`config.mk`:
```
export PLATFORM = sky130hd
export DESIGN_NAME = sprite_scheduler
export DESIGN_NICKNAME = d
export VERILOG_FILES = /design/src/rtl/sprite_scheduler.sv
export SDC_FILE = /design/constraint.sdc
export NUM_CORES = 1
export LEC_CHECK = 0
export BUFFER_PORTS_ARGS = -buffer_cell sky130_fd_sc_hd__buf_2
export CAP_MARGIN = 15
export CORE_UTILIZATION = 40
export DETAILED_ROUTE_END_ITERATION = 10
export GPL_TIMING_DRIVEN = 0
export SETUP_SLACK_MARGIN = 0.15
export SKIP_CTS_REPAIR_TIMING = 1
export SLEW_MARGIN = 20
export SYNTH_ARGS = -nofsm -noshare
export SYNTH_HDL_FRONTEND = slang
export SYNTH_SLANG_ARGS = --single-unit
```
`constraint.sdc`:
```
create_clock -name clock -period 11.32 [get_ports clock]
set_clock_uncertainty 0.05 [all_clocks]
set_input_delay 1.132 -clock clock [delete_from_list [all_inputs] [get_ports clock]]
set_output_delay 1.132 -clock clock [all_outputs]
set_load 0.005 [all_outputs]
```
`src/rtl/sprite_scheduler.sv`:
```
// Sprite scheduler: tests every enabled sprite box per pixel, picks the lowest-index hit,
// addresses a shared bitmap and composites the chroma-keyed result over the background.
module sprite_scheduler #(
  parameter int          NUM_SPRITES = 4,
  parameter int          COORD_W     = 10,
  parameter int          SPRITE_W    = 8,
  parameter int          SPRITE_H    = 16,
  parameter logic [23:0] KEY_COLOUR  = 24'hFF00FF
) (
  input  logic               clock,
  input  logic               resetn,
  input  logic               frame_start,
  input  logic               pix_valid,
  input  logic [COORD_W-1:0] pix_x,
  input  logic [COORD_W-1:0] pix_y,
  input  logic [23:0]        bg_colour,
  input  logic               cfg_we,
  input  logic [2:0]         cfg_idx,
  input  logic [COORD_W-1:0] cfg_x,
  input  logic [COORD_W-1:0] cfg_y,
  input  logic               cfg_en,
  output logic [15:0]        bmp_yofs,
  output logic [15:0]        bmp_xofs,
  input  logic [23:0]        bmp_colour,
  output logic               out_valid,
  output logic [23:0]        out_colour,
  output logic               out_hit,
  output logic [2:0]         out_idx,
  output logic               collision
);

  localparam int CW1 = COORD_W + 1;

  logic [COORD_W-1:0] sh_x_q  [NUM_SPRITES];
  logic [COORD_W-1:0] sh_y_q  [NUM_SPRITES];
  logic               sh_en_q [NUM_SPRITES];
  logic [COORD_W-1:0] act_x_q [NUM_SPRITES];
  logic [COORD_W-1:0] act_y_q [NUM_SPRITES];
  logic               act_en_q[NUM_SPRITES];

  logic [CW1-1:0]         dx[NUM_SPRITES];
  logic [CW1-1:0]         dy[NUM_SPRITES];
  logic [NUM_SPRITES-1:0] hit;

  // One extra bit keeps "left of / above the sprite" differences large, so they never look like a hit.
  for (genvar gi = 0; gi < NUM_SPRITES; gi++) begin : g_sprite
    assign dx[gi]  = {1'b0, pix_x} - {1'b0, act_x_q[gi]};
    assign dy[gi]  = {1'b0, pix_y} - {1'b0, act_y_q[gi]};
    assign hit[gi] = act_en_q[gi] && (dx[gi] < CW1'(SPRITE_W)) && (dy[gi] < CW1'(SPRITE_H));

    always_ff @(posedge clock or negedge resetn) begin
      if (!resetn) begin
        sh_x_q[gi]   <= '0;
        sh_y_q[gi]   <= '0;
        sh_en_q[gi]  <= 1'b0;
        act_x_q[gi]  <= '0;
        act_y_q[gi]  <= '0;
        act_en_q[gi] <= 1'b0;
      end else begin
        // Copy sees the pre-write shadow because both are non-blocking updates of the same edge.
        if (frame_start) begin
          act_x_q[gi]  <= sh_x_q[gi];
          act_y_q[gi]  <= sh_y_q[gi];
          act_en_q[gi] <= sh_en_q[gi];
        end
        if (cfg_we && (cfg_idx == 3'(gi))) begin
          sh_x_q[gi]  <= cfg_x;
          sh_y_q[gi]  <= cfg_y;
          sh_en_q[gi] <= cfg_en;
        end
      end
    end
  end

  logic [2:0]     win_idx_d;
  logic [CW1-1:0] win_dx_d;
  logic [CW1-1:0] win_dy_d;
  logic [3:0]     n_hits_d;

  always_comb begin
    win_idx_d = 3'd0;
    win_dx_d  = dx[0];
    win_dy_d  = dy[0];
    n_hits_d  = 4'd0;
    for (int i = NUM_SPRITES - 1; i >= 0; i--) begin
      if (hit[i]) begin
        win_idx_d = 3'(i);
        win_dx_d  = dx[i];
        win_dy_d  = dy[i];
        n_hits_d  = n_hits_d + 4'd1;
      end
    end
  end

  logic        s1_valid_q;
  logic        s1_any_q;
  logic [2:0]  s1_idx_q;
  logic [23:0] s1_bg_q;
  logic [15:0] s1_yofs_q;
  logic [15:0] s1_xofs_q;
  logic        coll_q;

  always_ff @(posedge clock or negedge resetn) begin
    if (!resetn) begin
      s1_valid_q <= 1'b0;
      s1_any_q   <= 1'b0;
      s1_idx_q   <= 3'd0;
      s1_bg_q    <= 24'd0;
      s1_yofs_q  <= 16'd0;
      s1_xofs_q  <= 16'd0;
      coll_q     <= 1'b0;
    end else begin
      s1_valid_q <= pix_valid;
      if (pix_valid) begin
        s1_any_q  <= |hit;
        s1_idx_q  <= win_idx_d;
        s1_bg_q   <= bg_colour;
        s1_yofs_q <= 16'(win_dy_d[COORD_W-1:0]);
        s1_xofs_q <= 16'(win_dx_d[COORD_W-1:0]);
      end
      // Frame start has priority so a fresh frame never inherits an overlap.
      if (frame_start) begin
        coll_q <= 1'b0;
      end else if (pix_valid && (n_hits_d >= 4'd2)) begin
        coll_q <= 1'b1;
      end
    end
  end

  assign bmp_yofs = s1_yofs_q;
  assign bmp_xofs = s1_xofs_q;

  logic        opaque;
  logic        out_valid_q;
  logic [23:0] out_colour_q;
  logic        out_hit_q;
  logic [2:0]  out_idx_q;

  assign opaque = s1_any_q && (bmp_colour != KEY_COLOUR);

  always_ff @(posedge clock or negedge resetn) begin
    if (!resetn) begin
      out_valid_q  <= 1'b0;
      out_colour_q <= 24'd0;
      out_hit_q    <= 1'b0;
      out_idx_q    <= 3'd0;
    end else begin
      out_valid_q <= s1_valid_q;
      if (s1_valid_q) begin
        out_colour_q <= opaque ? bmp_colour : s1_bg_q;
        out_hit_q    <= opaque;
        out_idx_q    <= opaque ? s1_idx_q : 3'd0;
      end
    end
  end

  assign out_valid  = out_valid_q;
  assign out_colour = out_colour_q;
  assign out_hit    = out_hit_q;
  assign out_idx    = out_idx_q;
  assign collision  = coll_q;

endmodule

```
==> results of run 1 <==
sequential cells by signal, summed over array words and instances (netlist names):
| register | cells |
|---|---|
| sh_y_q | 40 |
| out_idx | 2 |
| s1_valid_q | 1 |
| collision | 1 |
| act_y_q | 40 |
| out_valid | 1 |
| out_hit | 1 |
| s1_idx_q | 2 |
| out_colour | 24 |
| sh_x_q | 40 |
| s1_any_q | 1 |
| bmp_xofs | 10 |
| act_x_q | 40 |
| act_en_q | 4 |
| bmp_yofs | 10 |
| s1_bg_q | 24 |
| sh_en_q | 4 |
logic make-up (layout without fill, tap and decap cells):
kind of cell / count (synthesis) / count (layout) / share of synthesized area, %
other: 1 / 13 / 0.0272
adder cells (fa/ha/maj): 94 / 94 / 8.98
flip-flops: 245 / 245 / 44.5
XOR/XNOR: 21 / 21 / 1.34
AO/OA/AOI/OAI: 346 / 346 / 16.4
AND/OR/NAND/NOR: 304 / 304 / 11.3
multiplexers: 154 / 154 / 12.3
buffers and inverters: 171 / 370 / 5.17
layout by cell type (no fill, tap or decap), types with 7 or more instances in the layout:
cell                          n
sky130_fd_sc_hd__a211oi_1     8
sky130_fd_sc_hd__a21o_1      19
sky130_fd_sc_hd__a21oi_1     74
sky130_fd_sc_hd__a31oi_1     23
sky130_fd_sc_hd__and3_1      10
sky130_fd_sc_hd__buf_1       13
sky130_fd_sc_hd__buf_2      147
sky130_fd_sc_hd__buf_4       13
sky130_fd_sc_hd__clkbuf_1    35
sky130_fd_sc_hd__clkbuf_16   29
sky130_fd_sc_hd__conb_1      13
sky130_fd_sc_hd__dfrtp_1    245
sky130_fd_sc_hd__fa_1         8
sky130_fd_sc_hd__ha_1        86
sky130_fd_sc_hd__inv_1      108
sky130_fd_sc_hd__mux2_2     123
sky130_fd_sc_hd__mux2i_1     31
sky130_fd_sc_hd__nand2_1    104
sky130_fd_sc_hd__nand2b_1     7
sky130_fd_sc_hd__nand3_1     17
sky130_fd_sc_hd__nand4_1      9
sky130_fd_sc_hd__nor2_1      70
sky130_fd_sc_hd__nor2b_1     13
sky130_fd_sc_hd__nor3_1      16
sky130_fd_sc_hd__nor3b_1      8
sky130_fd_sc_hd__o2111ai_1    8
sky130_fd_sc_hd__o211ai_1     8
sky130_fd_sc_hd__o21a_1      20
sky130_fd_sc_hd__o21ai_0    111
sky130_fd_sc_hd__o2bb2ai_1   12
sky130_fd_sc_hd__o31a_1       8
sky130_fd_sc_hd__or2_2        8
sky130_fd_sc_hd__xnor2_1     11
sky130_fd_sc_hd__xor2_1      10
through the flow:
step	setup slack, ns	std cells	hold WS [ns]
6_report	5.94	1995	0.322
5_1_grt	5.79	1995	0.329
4_1_cts	5.99	1995	0.321
3_5_place_dp	5.44	1944	0.308
3_3_place_gp	4.55	1941	0.304
2_1_floorplan	6.51	1348	0.302
worst max-delay path, cell delays in order:
cell                        delay [ns]
sky130_fd_sc_hd__buf_2            0.10
sky130_fd_sc_hd__inv_1            0.12
sky130_fd_sc_hd__ha_1             0.26
sky130_fd_sc_hd__inv_1            0.08
sky130_fd_sc_hd__fa_1             0.45
sky130_fd_sc_hd__a211oi_1         0.29
sky130_fd_sc_hd__o21bai_1         0.13
sky130_fd_sc_hd__a21oi_1          0.19
sky130_fd_sc_hd__mux2i_1          0.14
sky130_fd_sc_hd__a2111oi_2        0.97
sky130_fd_sc_hd__and3_1           0.28
sky130_fd_sc_hd__buf_6            0.17
sky130_fd_sc_hd__inv_1            0.08
sky130_fd_sc_hd__ha_1             0.32
sky130_fd_sc_hd__xor2_1           0.18
sky130_fd_sc_hd__ha_1             0.31
sky130_fd_sc_hd__o311ai_0         0.34
sky130_fd_sc_hd__o221ai_1         0.18
path summary, 6_finish.rpt:
path / cells past startpoint / endpoint / slack (ns) / from
min in group asynchronous: 1 / s1_bg_q[12] / 0.39 / resetn
worst min-delay path: 0 / out_valid / 0.32 / s1_valid_q
worst min register to register: 0 / out_valid / 0.32 / s1_valid_q
worst max register to register: 16 / collision / 6.43 / act_x_q[0]
max in group asynchronous: 3 / sh_y_q[35] / 9.77 / resetn
worst max-delay path: 18 / collision / 5.94 / pix_x[0]
per-layer routing:
| metal | vias up | global-route usage [%] |
|---|---|---|
| li1 | 5144 | - |
| met2 | 343 | 36.2 |
| met4 | 0 | 6.66 |
| met3 | 64 | 3.16 |
| met1 | 5342 | 32.6 |
| met5 | - | 0 |
power by group through the flow:
| stage | clock network (W) | registers (W) | logic [W] |
|---|---|---|---|
| 2_1_floorplan | 0 | 0.00112 | 0.000616 |
| 3_3_place_gp | 0 | 0.00115 | 0.000879 |
| 3_5_place_dp | 0 | 0.00115 | 0.000898 |
| 4_1_cts | 0.000953 | 0.00114 | 0.000904 |
| 5_1_grt | 0.000986 | 0.00116 | 0.00101 |
| 6_report | 0.000933 | 0.00114 | 0.000906 |
final cells by class:
type                            count  area share, %
Multi-Input combinational cell    932           43.2
Sequential cell                   245           38.0
Clock buffer                       40           5.12
Timing Repair Buffer              148           5.07
Tap cell                          448           3.47
Inverter                          108           2.51
Buffer                             63           1.90
Clock inverter                     11          0.760
==> flow_metrics.py, run 1 <==
metrics = {
    "power": {
        "sw_frac_of_total_pct": 33.1,
        "power.density_cell_area_mw_per_mm2": 184,
        "irDropWorstVdd_v": 0.000112,
        "power.clock.fraction_pct": 31.3,
        "internal_power_w": 0.00199,
        "power.combinational.fraction_pct": 30.4,
        "total_power_w": 0.00298,
        "static-leakage-power_nw": 7.34,
        "sequentialPowerShare_pct": 38.2,
        "power_switching_w": 0.000985,
    },
    "global_route": {
        "grt_pass1_wl_microns": 62800,
        "track_usage_pct": 22.9,
        "grt_pass1_vias": 10753,
        "grt_overflow_total": 0,
        "grt_antenna_before_repair": 0,
        "grt_start_max_net_pins": 80,
    },
    "detailed_routing": {
        "drt_drc_violations_left": 0,
        "detailroute.wirelength.met2_microns": 17700,
        "routed_wire_length_per_instance_microns": 20.0,
        "dr_wl_met3_microns": 2270,
        "post_dr_vias_cell": 5.46,
        "dr.max_layer_used": "met4",
        "total_via_count_after_detailed_routing": 10893,
        "route.layer.met1.wl_microns": 18600,
        "detailedRoute.firstPassIterationCount": 5,
        "detailedRoute.firstIterationViolations": 690,
        "drt.antenna.violating_nets": 0,
        "finalWirelength_microns": 39900,
    },
    "die": {
        "number_of_standard_cell_rows_in_the_floorplan": 67,
        "die_w_microns": 188,
        "initial_utilization_pct": 40.9,
        "dieHeight_microns": 188,
        "dieArea_sq_mm": 0.0352,
        "floorplan.io_pins": 159,
        "core-area_sq_mm": 0.0337,
    },
    "flow_run": {
        "cap_violations": 0,
    },
    "clocking": {
        "cts_htree_levels": 1,
        "cts.clk_slew.worst_paths_ns": 0.06,
        "cts-root-to-sink-buffers": 3,
        "clkLatencyLatePin_ns": 0.55,
        "clock_tree_from_tritoncts": "built",
        "cts.sink_count": 245,
        "clock_root_buffer": "sky130_fd_sc_hd__clkbuf_16",
        "tritoncts.num_buffers": 29,
    },
    "logic_synthesis": {
        "synth.area.top_cells": "sky130_fd_sc_hd__dfrtp_1 45%, sky130_fd_sc_hd__mux2_2 10%, sky130_fd_sc_hd__ha_1 7.8%",
        "synth_top_flop_cell": "sky130_fd_sc_hd__dfrtp_1",
        "synth.largest_area_cell": "sky130_fd_sc_hd__dfrtp_1",
        "synth.yosys.seq_area_share_pct": 44.5,
        "synth_largest_type_area_fraction_pct": 44.5,
        "ys_types": 83,
        "ys_top_cells_by_count": "245 x sky130_fd_sc_hd__dfrtp_1, 123 x sky130_fd_sc_hd__mux2_2, 111 x sky130_fd_sc_hd__o21ai_0",
        "synth_warnings": 0,
        "number_of_enable_flip_flop_cells_after_synthesis": 0,
        "synthMostInstantiatedCell": "sky130_fd_sc_hd__dfrtp_1",
        "synthesis.instances": 1336,
        "ys_ff_latch": 245,
        "async_reset_ff_share_pct": 100,
        "syn-cell-area_sq_mm": 0.0138,
        "syn_area_per_cell_sq_um": 10.3,
    },
    "cells_and_area": {
        "nFillCells": 3299,
        "finalNetCount": 1718,
        "drive_above_1_share_pct": 23.7,
        "num_antenna_cells": 0,
        "flow.area_growth_from_synthesis_pct": 17.2,
        "area.sequential_sq_mm": 0.00613,
        "final_util_pct": 47.9,
        "multi_input_area_sq_mm": 0.00697,
        "post_route_cell_area_sq_mm": 0.0161,
    },
    "critical_path": {
        "crit_path_max_fanout": 12,
        "critical_path_endpoint_category": "flop",
        "timing.setup.critical_path_class": "in -> reg",
        "startpoint_type": "primary input",
        "cp.required_ns": 11.65,
        "crit_arrival_ns": 5.72,
    },
    "min_path": {
        "hp-class": "reg -> reg",
    },
    "status": {
        "run_status": "finished clean",
    },
    "sta": {
        "achievable-frequency_mhz": 186,
        "timing.final.crit_share_pct": 47.6,
        "actual_slew_at_the_worst_max_slew_pin_ns": 1.06,
        "final_period_minus_worst_setup_slack_ns": 5.38,
        "final_setup_tns_ns": 0,
        "setup_violations": 0,
        "final-hold-violation-count": 0,
        "report.final.slew_viol_count": 0,
        "unrepaired_setup_endpoints_after_global_routing": "no",
        "timing.slew.headroom_pct": 29.1,
    },
    "place": {
        "placement.io_buffers": 145,
        "dp_hpwl_microns": 30100,
        "dpl_cell_area_sq_mm": 0.0152,
        "gpl_congestion": 0.913,
    },
}
No activity file was read; power rests on OpenSTA's default activity.
==> run 2, diff against run 1 <==
Clock period 11.32 ns to 5.4 ns, I/O delays scaled along.
==> flow_metrics.py, run 2 (synthesized netlist as in run 1, its figures left out) <==
metrics = {
    "sta": {
        "actual_slew_at_the_worst_max_slew_pin_ns": 1.07,
        "report.final.slew_viol_count": 0,
        "final_setup_tns_ns": 0,
        "final-hold-violation-count": 0,
        "timing.slew.headroom_pct": 28.4,
        "timing.final.crit_share_pct": 91.0,
        "holdWs_ns": 0.0700,
        "unrepaired_setup_endpoints_after_global_routing": "no",
        "setup_violations": 0,
        "achievable-frequency_mhz": 204,
        "final_period_minus_worst_setup_slack_ns": 4.91,
    },
    "die": {
        "floorplan.io_pins": 159,
        "dieHeight_microns": 188,
        "die_w_microns": 188,
        "core-area_sq_mm": 0.0337,
        "dieArea_sq_mm": 0.0352,
        "number_of_standard_cell_rows_in_the_floorplan": 67,
        "initial_utilization_pct": 40.9,
    },
    "cells_and_area": {
        "num_antenna_cells": 0,
        "most-common-layout-cells": "245 x sky130_fd_sc_hd__dfrtp_1, 147 x sky130_fd_sc_hd__buf_2, 123 x sky130_fd_sc_hd__mux2_2",
        "most_common_cell_after_layout_fill_and_taps_aside": "sky130_fd_sc_hd__dfrtp_1",
        "flow.area_growth_from_synthesis_pct": 17.3,
        "drive_above_1_share_pct": 23.7,
        "post_route_cell_area_sq_mm": 0.0162,
        "finalNetCount": 1719,
    },
    "status": {
        "run_status": "finished clean",
    },
    "critical_path": {
        "cp.required_ns": 5.73,
        "startpoint_type": "flop",
        "crit_path_max_fanout": 12,
        "worst-r2r-setup-slack_ns": 0.49,
        "worstRegToRegCells": 16,
        "worst_r2r_endpoint": "collision",
        "rr_startpoint": "act_x_q[0]",
        "crit_arrival_ns": 5.24,
        "critical_path_endpoint_category": "flop",
        "timing.setup.critical_path_class": "reg -> reg",
    },
    "clocking": {
        "clock_tree_from_tritoncts": "built",
        "cts.sink_count": 245,
        "clkLatencyLatePin_ns": 0.55,
        "cts-root-to-sink-buffers": 3,
        "tritoncts.num_buffers": 29,
        "cts_htree_levels": 1,
        "clock_root_buffer": "sky130_fd_sc_hd__clkbuf_16",
        "cts.clk_slew.worst_paths_ns": 0.06,
    },
    "place": {
        "placement.io_buffers": 145,
        "dp_hpwl_microns": 30100,
        "dpl_cell_area_sq_mm": 0.0152,
        "gpl_congestion": 0.913,
    },
    "flow_run": {
        "cap_violations": 0,
    },
    "power": {
        "static-leakage-power_nw": 7.34,
        "irDropWorstVdd_v": 0.000235,
        "power.density_cell_area_mw_per_mm2": 387,
    },
    "global_route": {
        "track_usage_pct": 22.9,
        "grt_overflow_total": 0,
        "grt_pass1_vias": 10753,
        "grt_start_max_net_pins": 80,
        "grt_pass1_wl_microns": 62800,
        "grt_antenna_before_repair": 0,
    },
    "detailed_routing": {
        "routed_wire_length_per_instance_microns": 20.0,
        "post_dr_vias_cell": 5.46,
        "finalWirelength_microns": 39800,
        "detailedRoute.firstPassIterationCount": 5,
        "drt_drc_violations_left": 0,
        "total_via_count_after_detailed_routing": 10900,
        "drt.antenna.violating_nets": 0,
        "detailedRoute.firstIterationViolations": 729,
    },
    "min_path": {
        "hold_path_origin": "pix_valid",
        "hp-class": "in -> reg",
        "timing.hold.worst_endpoint": "s1_valid_q",
        "worst_hold_path.num_cells": 1,
    },
}
run 2: cell count changes in the layout (fill, tap and decap cells not counted):
| cell | change |
|---|---|
| sky130_fd_sc_hd__dlygate4sd3_1 | +1 |
run 2: metrics by stage:
stage / total power [W] / instances / worst slack [ns] / util [%]
final: 0.00624 / 1996 / 0.488 / 47.9
after global routing: 0.00661 / 1996 / 0.338 / 47.9
after CTS: 0.00628 / 1995 / 0.537 / 47.9
after detailed placement: 0.00430 / 1944 / 0.117 / 45.1
after global placement: 0.00425 / 1941 / -0.776 / 44.8
after floorplan: 0.00365 / 1348 / 1.18 / -
run 2: power by group:
group          switching (W)  internal, W  leakage (nW)
registers           0.000190      0.00220          2.95
logic                0.00108     0.000819          3.93
clock network       0.000795      0.00116         0.456
total                0.00207      0.00418          7.34
run 2: cell type report:
| type | instances | area, sq um |
|---|---|---|
| fillers | 3298 | 17500 |
| flip-flops and latches | 245 | 6130 |
| multi-input cells | 932 | 6970 |
| repair buffers | 149 | 828 |
| clock inverters | 11 | 123 |
| clock buffers | 40 | 827 |
| plain buffers | 63 | 307 |
| inverters | 108 | 405 |
| well taps | 448 | 561 |
run 2: metal layers:
metal  part of all wire [%]  wire length, microns  vias to the layer above  track usage (%)
met3                    5.8                  2320                       63             3.16
met4                    2.9                  1160                        0             6.66
li1                       -                     -                     5150                -
met1                     47                 18700                     5329             32.6
met5                      0                     0                        -                0
met2                     44                 17700                      358             36.2
run 2: worst max-delay path: stages (launching register included):
cell and delay [ns]:
sky130_fd_sc_hd__dfrtp_1 0.34, sky130_fd_sc_hd__ha_1 0.24, sky130_fd_sc_hd__inv_1 0.08, sky130_fd_sc_hd__fa_1 0.45, sky130_fd_sc_hd__a211oi_1 0.29, sky130_fd_sc_hd__o21bai_1 0.13
sky130_fd_sc_hd__a21oi_1 0.19, sky130_fd_sc_hd__mux2i_1 0.14, sky130_fd_sc_hd__a2111oi_2 0.97, sky130_fd_sc_hd__and3_1 0.28, sky130_fd_sc_hd__buf_6 0.17, sky130_fd_sc_hd__inv_1 0.08
sky130_fd_sc_hd__ha_1 0.32, sky130_fd_sc_hd__xor2_1 0.18, sky130_fd_sc_hd__ha_1 0.31, sky130_fd_sc_hd__o311ai_0 0.33, sky130_fd_sc_hd__o221ai_1 0.18
run 2: worst max path at each step:
stage / cells after the start / slack [ns] / startpoint / endpoint
finish: 16 / 0.49 / act_x_q[0] / collision
global route: 16 / 0.34 / act_x_q[0] / collision
CTS: 16 / 0.54 / act_x_q[0] / collision
detailed placement: 18 / 0.12 / pix_x[0] / collision
global placement: 1 / -0.78 / resetn / sh_y_q[16]
floorplan: 17 / 1.18 / pix_x[0] / collision
==> run 3, diff against run 2 <==
Settings changed: CORE_ASPECT_RATIO set to 1.5.
==> flow_metrics.py, run 3 (synthesized netlist as in run 1, its figures left out) <==
metrics = {
    "die": {
        "core-area_sq_mm": 0.0337,
        "dieHeight_microns": 229,
        "floorplan.io_pins": 159,
        "die_w_microns": 153,
        "number_of_standard_cell_rows_in_the_floorplan": 82,
        "initial_utilization_pct": 40.9,
        "dieArea_sq_mm": 0.0352,
    },
    "critical_path": {
        "startpoint_type": "flop",
        "crit_arrival_ns": 5.23,
        "rr_startpoint": "act_x_q[0]",
        "crit_path_max_incr_delay_ns": 0.99,
        "cp.required_ns": 5.75,
        "critical_path.cell_chain": "ha_1 > inv_1 > fa_1 > a211oi_1 > o21bai_1 > a21oi_1 > mux2i_1 > a2111oi_2 > and3_1 > buf_6 > inv_1 > ha_1 > xor2_1 > ha_1 > o21a_1 > o311ai_0 > o221ai_1",
        "critical_path_endpoint_category": "flop",
        "worst-r2r-setup-slack_ns": 0.51,
        "timing.critical_path.slowest_stage_cell": "sky130_fd_sc_hd__a2111oi_2",
        "worstRegToRegCells": 17,
        "timing.critical_path.buf_inv": 3,
        "timing.setup.critical_path_class": "reg -> reg",
        "crit_path_max_fanout": 12,
        "crit_family": "compound AO/OA/AOI/OAI gates",
        "crit_top_cell": "sky130_fd_sc_hd__ha_1",
        "worst_r2r_endpoint": "collision",
    },
    "clocking": {
        "tritoncts.num_buffers": 25,
        "cts_htree_levels": 1,
        "cts-root-to-sink-buffers": 3,
        "clock_root_buffer": "sky130_fd_sc_hd__clkbuf_16",
        "cts.sink_count": 245,
        "clkLatencyLatePin_ns": 0.55,
        "cts.clk_slew.worst_paths_ns": 0.06,
        "clock_tree_from_tritoncts": "built",
    },
    "power": {
        "power.clock.fraction_pct": 28.1,
        "power_switching_w": 0.00199,
        "power.density_cell_area_mw_per_mm2": 374,
        "irDropWorstVdd_v": 0.000163,
        "sw_frac_of_total_pct": 33.4,
        "sequentialPowerShare_pct": 39.7,
        "internal_power_w": 0.00396,
        "power.combinational.fraction_pct": 32.1,
        "static-leakage-power_nw": 7.25,
    },
    "detailed_routing": {
        "total_via_count_after_detailed_routing": 10762,
        "post_dr_vias_cell": 5.50,
        "drt.antenna.violating_nets": 0,
        "drt_drc_violations_left": 0,
        "routed_wire_length_per_instance_microns": 19.9,
        "detailedRoute.firstPassIterationCount": 5,
        "finalWirelength_microns": 38900,
        "detailedRoute.firstIterationViolations": 559,
    },
    "cells_and_area": {
        "post_route_cell_area_sq_mm": 0.0159,
        "final_util_pct": 47.3,
        "flow.area_growth_from_synthesis_pct": 15.5,
        "finalNetCount": 1714,
        "num_antenna_cells": 0,
        "drive_above_1_share_pct": 23.2,
        "most-common-layout-cells": "245 x sky130_fd_sc_hd__dfrtp_1, 147 x sky130_fd_sc_hd__buf_2, 123 x sky130_fd_sc_hd__mux2_2",
        "most_common_cell_after_layout_fill_and_taps_aside": "sky130_fd_sc_hd__dfrtp_1",
    },
    "global_route": {
        "grt_antenna_before_repair": 0,
        "grt_pass1_vias": 11041,
        "grt_pass1_wl_microns": 60600,
        "track_usage_pct": 22.2,
        "grt_start_max_net_pins": 96,
        "grt_overflow_total": 0,
    },
    "sta": {
        "unrepaired_setup_endpoints_after_global_routing": "no",
        "holdWs_ns": 0.0770,
        "actual_slew_at_the_worst_max_slew_pin_ns": 1.12,
        "report.final.slew_viol_count": 0,
        "achievable-frequency_mhz": 205,
        "timing.slew.headroom_pct": 24.7,
        "final-hold-violation-count": 0,
        "final_period_minus_worst_setup_slack_ns": 4.89,
        "setup_violations": 0,
        "timing.final.crit_share_pct": 90.5,
    },
    "status": {
        "run_status": "finished clean",
    },
    "place": {
        "dpl_cell_area_sq_mm": 0.0151,
        "dp_hpwl_microns": 30300,
        "gpl_congestion": 0.873,
        "placement.io_buffers": 145,
    },
    "flow_run": {
        "cap_violations": 0,
    },
    "min_path": {
        "timing.hold.worst_endpoint": "s1_valid_q",
        "hp-class": "in -> reg",
        "hold_path_origin": "pix_valid",
        "worst_hold_path.num_cells": 1,
    },
}
## run 3: changes by cell type in the layout (fill, tap and decap cells not counted)
cell	previous run	this run
sky130_fd_sc_hd__clkbuf_16	29	25
sky130_fd_sc_hd__clkinvlp_4	4	1
sky130_fd_sc_hd__clkbuf_8	6	4
sky130_fd_sc_hd__buf_16	3	2
sky130_fd_sc_hd__clkbuf_1	35	33
sky130_fd_sc_hd__inv_6	1	0
sky130_fd_sc_hd__bufinv_16	2	1
sky130_fd_sc_hd__clkinv_4	1	2
## run 3: worst max path at each step
stage                  endpoint  cells after the start        from  slack [ns]
floorplan             collision                     17    pix_x[0]        1.18
global placement    act_x_q[16]                      1      resetn       -0.74
detailed placement    collision                     18    pix_x[0]        0.17
CTS                   collision                     16  act_x_q[0]        0.63
global route          collision                     16  act_x_q[0]        0.36
finish                collision                     17  act_x_q[0]        0.51
## run 3: power by group through the flow
stage	Sequential (W)	Combinational [W]	Clock [W]
floorplan	0.00236	0.00129	0
global placement	0.00238	0.00186	0
detailed placement	0.00240	0.00190	0
CTS	0.00236	0.00191	0.00172
global route	0.00240	0.00211	0.00179
finish	0.00236	0.00191	0.00167
## run 3: metal layers
metal / wire, microns / global-route usage [%]
met5: 0 / 0
met4: 1640 / 9.78
met3: 1610 / 2.86
met2: 20200 / 41.9
met1: 15400 / 24.6
## run 3: layout make-up
type / count / area, sq um
Sequential cell: 245 / 6130
Buffer: 63 / 307
Multi-Input combinational cell: 932 / 6970
Tap cell: 420 / 526
Fill cell: 3182 / 17800
Timing Repair Buffer: 148 / 801
Clock inverter: 7 / 70.1
Clock buffer: 32 / 692
Inverter: 108 / 405
## run 3: metrics by stage
stage / setup TNS, ns / total power (W) / setup WS, ns / instances
global route: 0 / 0.00630 / 0.364 / 1955
CTS: 0 / 0.00599 / 0.635 / 1954
finish: 0 / 0.00594 / 0.514 / 1955
detailed placement: 0 / 0.00429 / 0.175 / 1915
floorplan: 0 / 0.00365 / 1.18 / 1348
global placement: -172.68 / 0.00424 / -0.736 / 1913
